--- src/rtl/river_mem_arbiter.sv ---
// river_mem_arbiter: shares the single River bridge request/response channel
// between the instruction cache (path 0) and the data cache (path 1).
// Only one transaction is outstanding at a time.
// Optional feature: define RIVER_MEM_ARB_RR_EN for round-robin arbitration.
// Without it, arbitration is fixed priority and path 1 wins.
module river_mem_arbiter #(
  parameter int unsigned abits    = 48,
  parameter int unsigned linebits = 256
) (
  input  logic                      i_clk,
  input  logic                      i_rst,
  input  logic [1:0]                i_req_valid,
  output logic [1:0]                o_req_ready,
  input  logic [1:0]                i_req_write,
  input  logic [1:0]                i_req_cached,
  input  logic [2*abits-1:0]        i_req_addr,
  input  logic [5:0]                i_req_size,
  input  logic [2*linebits-1:0]     i_req_wdata,
  input  logic [2*linebits/8-1:0]   i_req_wstrb,
  output logic [1:0]                o_resp_valid,
  output logic [linebits-1:0]       o_resp_data,
  output logic                      o_resp_err,
  input  logic [1:0]                i_resp_ready,
  output logic                      o_mem_req_valid,
  input  logic                      i_mem_req_ready,
  output logic                      o_mem_req_path,
  output logic                      o_mem_req_write,
  output logic                      o_mem_req_cached,
  output logic [abits-1:0]          o_mem_req_addr,
  output logic [2:0]                o_mem_req_size,
  output logic [linebits-1:0]       o_mem_req_wdata,
  output logic [linebits/8-1:0]     o_mem_req_wstrb,
  input  logic                      i_mem_resp_valid,
  input  logic [linebits-1:0]       i_mem_resp_data,
  input  logic                      i_mem_resp_err,
  output logic                      o_mem_resp_ready
);

  localparam int unsigned strb_w = linebits / 8;

  typedef enum logic [1:0] {
    ST_IDLE = 2'd0,
    ST_REQ  = 2'd1,
    ST_WAIT = 2'd2,
    ST_RESP = 2'd3
  } state_t;

  state_t                r_state;
  state_t                w_state_nxt;
  logic                  r_owner;
  logic                  r_write;
  logic                  r_cached;
  logic [abits-1:0]      r_addr;
  logic [2:0]            r_size;
  logic [linebits-1:0]   r_wdata;
  logic [strb_w-1:0]     r_wstrb;
  logic [linebits-1:0]   r_rdata;
  logic                  r_err;
  logic                  w_grant;
  logic                  w_accept;
  logic                  w_in_req;
  logic                  w_in_resp;

`ifdef RIVER_MEM_ARB_RR_EN
  logic                  r_last_grant;

  // Round-robin: alternate on contention, otherwise grant the lone requester
  always_comb begin
    w_grant = i_req_valid[1];
    if (&i_req_valid) begin
      w_grant = ~r_last_grant;
    end
  end
`else
  // Fixed priority: path 1 (data cache) wins on contention
  assign w_grant = i_req_valid[1];
`endif

  assign w_accept  = (r_state == ST_IDLE) && (|i_req_valid);
  assign w_in_req  = (r_state == ST_REQ);
  assign w_in_resp = (r_state == ST_RESP);

  // State register
  always_ff @(posedge i_clk) begin
    if (i_rst) begin
      r_state <= ST_IDLE;
    end else begin
      r_state <= w_state_nxt;
    end
  end

  // Next-state and handshake outputs
  always_comb begin
    w_state_nxt      = r_state;
    o_req_ready      = 2'b00;
    o_mem_req_valid  = 1'b0;
    o_mem_resp_ready = 1'b0;
    o_resp_valid     = 2'b00;
    case (r_state)
      ST_IDLE: begin
        if (|i_req_valid) begin
          o_req_ready = 2'b01 << w_grant;
          w_state_nxt = ST_REQ;
        end
      end
      ST_REQ: begin
        o_mem_req_valid = 1'b1;
        if (i_mem_req_ready) begin
          w_state_nxt = ST_WAIT;
        end
      end
      ST_WAIT: begin
        o_mem_resp_ready = 1'b1;
        if (i_mem_resp_valid) begin
          w_state_nxt = ST_RESP;
        end
      end
      ST_RESP: begin
        o_resp_valid = 2'b01 << r_owner;
        if (i_resp_ready[r_owner]) begin
          w_state_nxt = ST_IDLE;
        end
      end
      default: w_state_nxt = ST_IDLE;
    endcase
    if (i_rst) begin
      o_req_ready = 2'b00;
    end
  end

  // Request capture on accept, response capture from the bridge
  always_ff @(posedge i_clk) begin
    if (i_rst) begin
      r_owner  <= 1'b0;
      r_write  <= 1'b0;
      r_cached <= 1'b0;
      r_addr   <= '0;
      r_size   <= 3'd0;
      r_wdata  <= '0;
      r_wstrb  <= '0;
      r_rdata  <= '0;
      r_err    <= 1'b0;
`ifdef RIVER_MEM_ARB_RR_EN
      r_last_grant <= 1'b0;
`endif
    end else begin
      if (w_accept) begin
        r_owner  <= w_grant;
        r_write  <= i_req_write[w_grant];
        r_cached <= i_req_cached[w_grant];
        r_addr   <= w_grant ? i_req_addr[abits +: abits] : i_req_addr[0 +: abits];
        r_size   <= w_grant ? i_req_size[5:3] : i_req_size[2:0];
        r_wdata  <= w_grant ? i_req_wdata[linebits +: linebits] : i_req_wdata[0 +: linebits];
        r_wstrb  <= w_grant ? i_req_wstrb[strb_w +: strb_w] : i_req_wstrb[0 +: strb_w];
`ifdef RIVER_MEM_ARB_RR_EN
        r_last_grant <= w_grant;
`endif
      end
      if ((r_state == ST_WAIT) && i_mem_resp_valid) begin
        r_rdata <= i_mem_resp_data;
        r_err   <= i_mem_resp_err;
      end
    end
  end

  // Payload outputs are only driven while their phase is active
  assign o_mem_req_path   = w_in_req & r_owner;
  assign o_mem_req_write  = w_in_req & r_write;
  assign o_mem_req_cached = w_in_req & r_cached;
  assign o_mem_req_addr   = w_in_req ? r_addr : '0;
  assign o_mem_req_size   = w_in_req ? r_size : 3'd0;
  assign o_mem_req_wdata  = w_in_req ? r_wdata : '0;
  assign o_mem_req_wstrb  = w_in_req ? r_wstrb : '0;
  assign o_resp_data      = w_in_resp ? r_rdata : '0;
  assign o_resp_err       = w_in_resp & r_err;

endmodule

--- config.mk ---
export PLATFORM = sky130hd
export DESIGN_NAME = river_mem_arbiter
export DESIGN_NICKNAME = d
export VERILOG_FILES = /design/src/rtl/river_mem_arbiter.sv
export SDC_FILE = /design/constraint.sdc
export NUM_CORES = 2
export LEC_CHECK = 0
export ABC_AREA = 1
export ABC_CLOCK_PERIOD_IN_PS = 3700
export CORE_AREA = 2 2 611 613
export CTS_CLUSTER_SIZE = 16
export DETAILED_ROUTE_END_ITERATION = 7
export DIE_AREA = 0 0 613 615
export HOLD_SLACK_MARGIN = 0.15
export PLACE_DENSITY = 0.32
export SLEW_MARGIN = 25
export SYNTH_ARGS = -nofsm -noshare
export SYNTH_HDL_FRONTEND = slang
export SYNTH_SLANG_ARGS = --single-unit
--- constraint.sdc ---
create_clock -name i_clk -period 3.7 [get_ports i_clk]
set_input_delay 0.555 -clock i_clk [delete_from_list [all_inputs] [get_ports i_clk]]
set_output_delay 0.555 -clock i_clk [all_outputs]
set_load 0.05 [all_outputs]
# After elaboration in Yosys (flattened, before gate mapping)
# Index checks and enable logic that the tools add are counted.
# Widths: inputs -> output; s select.
[op_classes]
mux = 26
shift = 2
n_lt_le_gt_ge = 2
bitwise_logic = 4
n_reduce_logical = 5
eq_ne = 7
[ops]
columns = ["op", "n"]
rows = [
  ["$mux 256", 3],
  ["$mux 48", 2],
  ["$mux 32", 2],
  ["$mux 2", 8],
  ["$mux 1", 8],
  ["$pmux 2 s4", 1],
  ["$mux 3", 2],
  ["$and 1x1->1", 4],
  ["$eq 2x2->1 const B", 2],
  ["$lt 1x2->1 const B", 2],
  ["$ne 2x1->1 const B", 2],
  ["$ne 2x2->1 const B", 2],
  ["$reduce_and 4->1", 1],
  ["$shl 1x1->2 const A", 2],
  ["$eq 2x1->1 const B", 1],
  ["$logic_and 1x1->1", 2],
  ["$logic_not 2->1", 1],
  ["$reduce_or 2->1", 1],
]
[totals]
out_inout_bits = 605
regBits = 601
word_cells = 56
input_bits = 947

# Logic depth before layout (Yosys ltp)
[logic_depth]
ltp_word = 4
mapped_depth = 9
depth_no_buf = 8

# Least setup slack after synthesis
# Ideal clock, no wire load.
[synth_path]
kind = "in2out"
start = "input i_req_valid[1]"
end = "output o_req_ready[0]"
required_ps = 3145
arrival_time_ps = 2012
setup_slack_ps = 1133
path_stages = 3
cell_sequence = "buf_2 -> clkbuf_1 -> nor3_1"
[synth_between]
elab_chain_len = 4
elab_cells_between_ends = 5
cone_classes = "shift (1); mux (3); reduce/logical (1)"
[synth_rtl]
columns = ["element", "line_no", "text"]
rows = [
  ["from (decl)", "12", "input logic [1:0] i_req_valid,"],
  ["$shl 1x1->2 or $reduce_or 2->1 (tied branches)", "102, 101", ""],
  ["$mux 2 *", "101", "if (|i_req_valid) begin"],
  ["$mux 2 *", "99", "case (r_state)"],
  ["$mux 2 *", "126", "if (i_rst) begin"],
  ["to (decl)", "13", "output logic [1:0] o_req_ready,"],
]
# Mark *: on every way between the ends. The rest lies on a longest branch, timed or not.

# Worst setup path in the final report
[layout_path]
start = "register r_state[0]"
end = "output o_mem_req_addr[39]"
[layout_between]
elab_chain_len = 2
[layout_rtl]
columns = ["element", "line_no", "text"]
rows = [
  ["from (decl)", "48", "state_t r_state;"],
  ["from (signal assigned)", "88", "r_state <= w_state_nxt;"],
  ["$eq 2x1->1", "80", "assign w_in_req = (r_state == ST_REQ);"],
  ["$mux 48", "170", "assign o_mem_req_addr = w_in_req ? r_addr : '0;"],
  ["to (decl)", "29", "output logic [abits-1:0] o_mem_req_addr,"],
]
# Every way passes these cells.

==> flow_metrics.tcl <==
set metrics [dict create \
    numCtsBuffers 92 \
    drive_gt1_share_pct 10.1 \
    setup_slack_ns 0.180 \
    synth_flop_cell "dfxtp_1" \
    postSynthCellCount 4317 \
    root_buffer "clkbuf_16" \
    num_vias 34500 \
    end_kind "output pin" \
    h-tree-depth 3 \
    drv_cap 0 \
    design.core.area_um2 371000 \
    route.detailed.drc 0 \
    synth_edf_count 0 \
    dpl_cell_area_um2 48900 \
    postLayoutCoreUtil_pct 14.0 \
    grt_max_degree 110 \
    antenna_found_initial 91 \
    insertion_delay_ns 0.81 \
    grt_pass1_wl_um 332000 \
    grt_pass1_vias 35000 \
    ys_types 18 \
    power.density_nw_per_um2 602 \
    num_rows 224 \
    synth_warnings 0 \
    worst_ep_arrival_time_ns 2.96 \
    antenna_left 0 \
    leakagePower_nw 23.7 \
    synth_area_per_cell_um2 6.47 \
    synth_nets 5269 \
    gp_congestion 0.880 \
    peakVddDrop_uv 337 \
    clk_pin_slew_worst_paths_ns 0.06 \
    die_area_um2 377000 \
    path_class "reg -> out" \
    setup_viol_count_final 0 \
    final_min_period_over_clock_period_pct 95.1 \
    drt_iter0_markers 1795 \
    ys_ff_latch 601 \
    cp_data_required_time_ns 3.14 \
    rsz0062_at_grt "false" \
    yosysSeqAreaShare_pct 43.1 \
    fp.dieW_um 613 \
    dr.pass1.iters 5 \
    finalCriticalPeriod_ns 3.52 \
    overflow 0 \
    design_area_um2 51900 \
    yosysMostFrequentCell "nand2_1" \
    finalSetupTns_ns 0 \
    hold_class "in -> reg" \
    die_y_um 615 \
    startpoint "r_state[0]$_SDFFE_PP0P_" \
    fmax_mhz 284 \
    relSlewSlack_pct 40.7 \
    wl_per_cell_um 23.8 \
    synth_top_cell_by_area "dfxtp_1" \
    cts_max_path_buffers 4 \
    nets 6671 \
    yosys-top-cells-area "dfxtp_1 (43%), nand2_1 (17%), o21ai_0 (8.5%), inv_1 (8.2%), a31oi_1 (7.6%)" \
    place_hpwl_um 217000 \
    finalMaxSlewViolations 0 \
    async_flop_share_pct 0 \
    pre_cts_ws_ns 0.754 \
    drt-total-wl_um 256000 \
    synth_common_cells "nand2_1 (1293), inv_1 (607), dfxtp_1 (601), nor2_1 (521), o21ai_0 (476)" \
    critPathLaunchType "flop" \
    ios 1552 \
    track_usage_pct 13.0 \
    timing.final.hold_violations 0 \
    syn_area_um2 27900 \
    crit_fanout 65 \
    min_from "i_req_valid[1]" \
    area_growth_pct 85.6 \
    via_per_inst 3.21 \
    worstReg2RegStart "r_state[0]$_SDFFE_PP0P_" \
    cts_tree "done" \
    clock-sinks 601 \
    place.port_buffers 1551 \
    synthDominantCellAreaShare_pct 43.1 \
    worstMarginPinSlew_ns 0.890 \
    clock_skew_ns 0.0240 \
    initial_utilization_pct 7.54 \
    status "completed" \
]
layout by cell type, fill, tap and decap left out:
cell and n:
nand2_1 1292, clkdlybuf4s50_1 1153, inv_1 607, dfxtp_1 600
nor2_1 521, o21ai_0 476, buf_4 372, a31oi_1 341
o21ai_1 122, clkbuf_16 92, buf_12 73, dlygate4sd2_1 35
clkbuf_1 26, clkbuf_8 21, diode_2 12, dlymetal6s2s_1 12
clkinv_2 5, nand3_1 4, bufinv_16 4, inv_8 3
a21oi_1 3, ha_1 3, inv_6 3, ha_4 2
nor3_1 1, nand2_8 1, nand2_4 1, clkinv_8 1
clkinvlp_4 1, inv_16 1, buf_8 1, buf_6 1
dfxtp_2 1
timing repair:
item                                    CTS  global route
buffers inserted                          0             3
resized for setup                        36            12
hold buffers                              0             0
pin swaps                                 1             1
endpoints found under the setup margin   65           129
cell families after synthesis:
group	share of synthesized area, %
flops	43.1
fa+ha+maj	0.224
simple gates	24.5
compound gates	18.4
buf+inv	13.8
power breakdown:
group | total, mW | switching [mW] | internal [mW]
registers | 10.1 | 1.72 | 8.42
logic | 12.2 | 8.26 | 3.94
clock network | 8.87 | 3.62 | 5.25
total | 31.2 | 13.6 | 17.6
final timing paths:
kind / endpoint / slack (ns) / depth (start not counted)
worst max-delay path: o_mem_req_addr[39] / 0.18 / 5
worst min-delay path: r_wdata[188]$_SDFFE_PP0P_ / 0.24 / 3
worst max register to register: r_wdata[64]$_SDFFE_PP0P_ / 1.27 / 7
worst min register to register: r_rdata[1]$_SDFFE_PP0P_ / 0.48 / 2
worst max-delay path, stage by stage, from the launching register on:
cell and delay [ns]:
dfxtp_1 0.49, ha_4 0.32, buf_12 0.27, nand2_1 0.10, inv_1 0.07, clkdlybuf4s50_1 0.79
flip-flops by register name, summed over array words and instances (netlist names):
name and flops:
r_err 1, r_wdata 256, r_write 1, r_size 3
r_addr 48, r_rdata 256, r_state 2, r_owner 1
r_cached 1, r_wstrb 32
layer usage:
layer | routed length [um] | part of all wire (%) | vias to the layer above | global-route usage, %
met5 | 194 | 0.076 | - | 0
met4 | 5200 | 2.0 | 28 | 2.44
met3 | 25600 | 10 | 304 | 5.57
met2 | 130000 | 51 | 1264 | 23.6
met1 | 95500 | 37 | 16600 | 14.0
li1 | - | - | 16300 | -
stage by stage:
stage / hold slack (ns) / instances / total power [mW]
floorplan: 0.455 / 4317 / 16.3
global route: 0.212 / 10800 / 33.2
CTS: 0.157 / 10700 / 32.1
global placement: 0.465 / 10600 / 22.9
detailed placement: 0.475 / 10600 / 22.9
finish: 0.241 / 10800 / 31.2
layout make-up:
type | instances | area, um^2
fill | 43000 | 319000
clock buffer | 139 | 2690
sequential | 601 | 12000
tap | 4972 | 6220
antenna | 12 | 30.0
multi-input combinational | 2767 | 12100
clock inverter | 15 | 215
timing repair buffer | 1647 | 16300
inverter | 610 | 2310
Power figures use the tool's default switching activity.
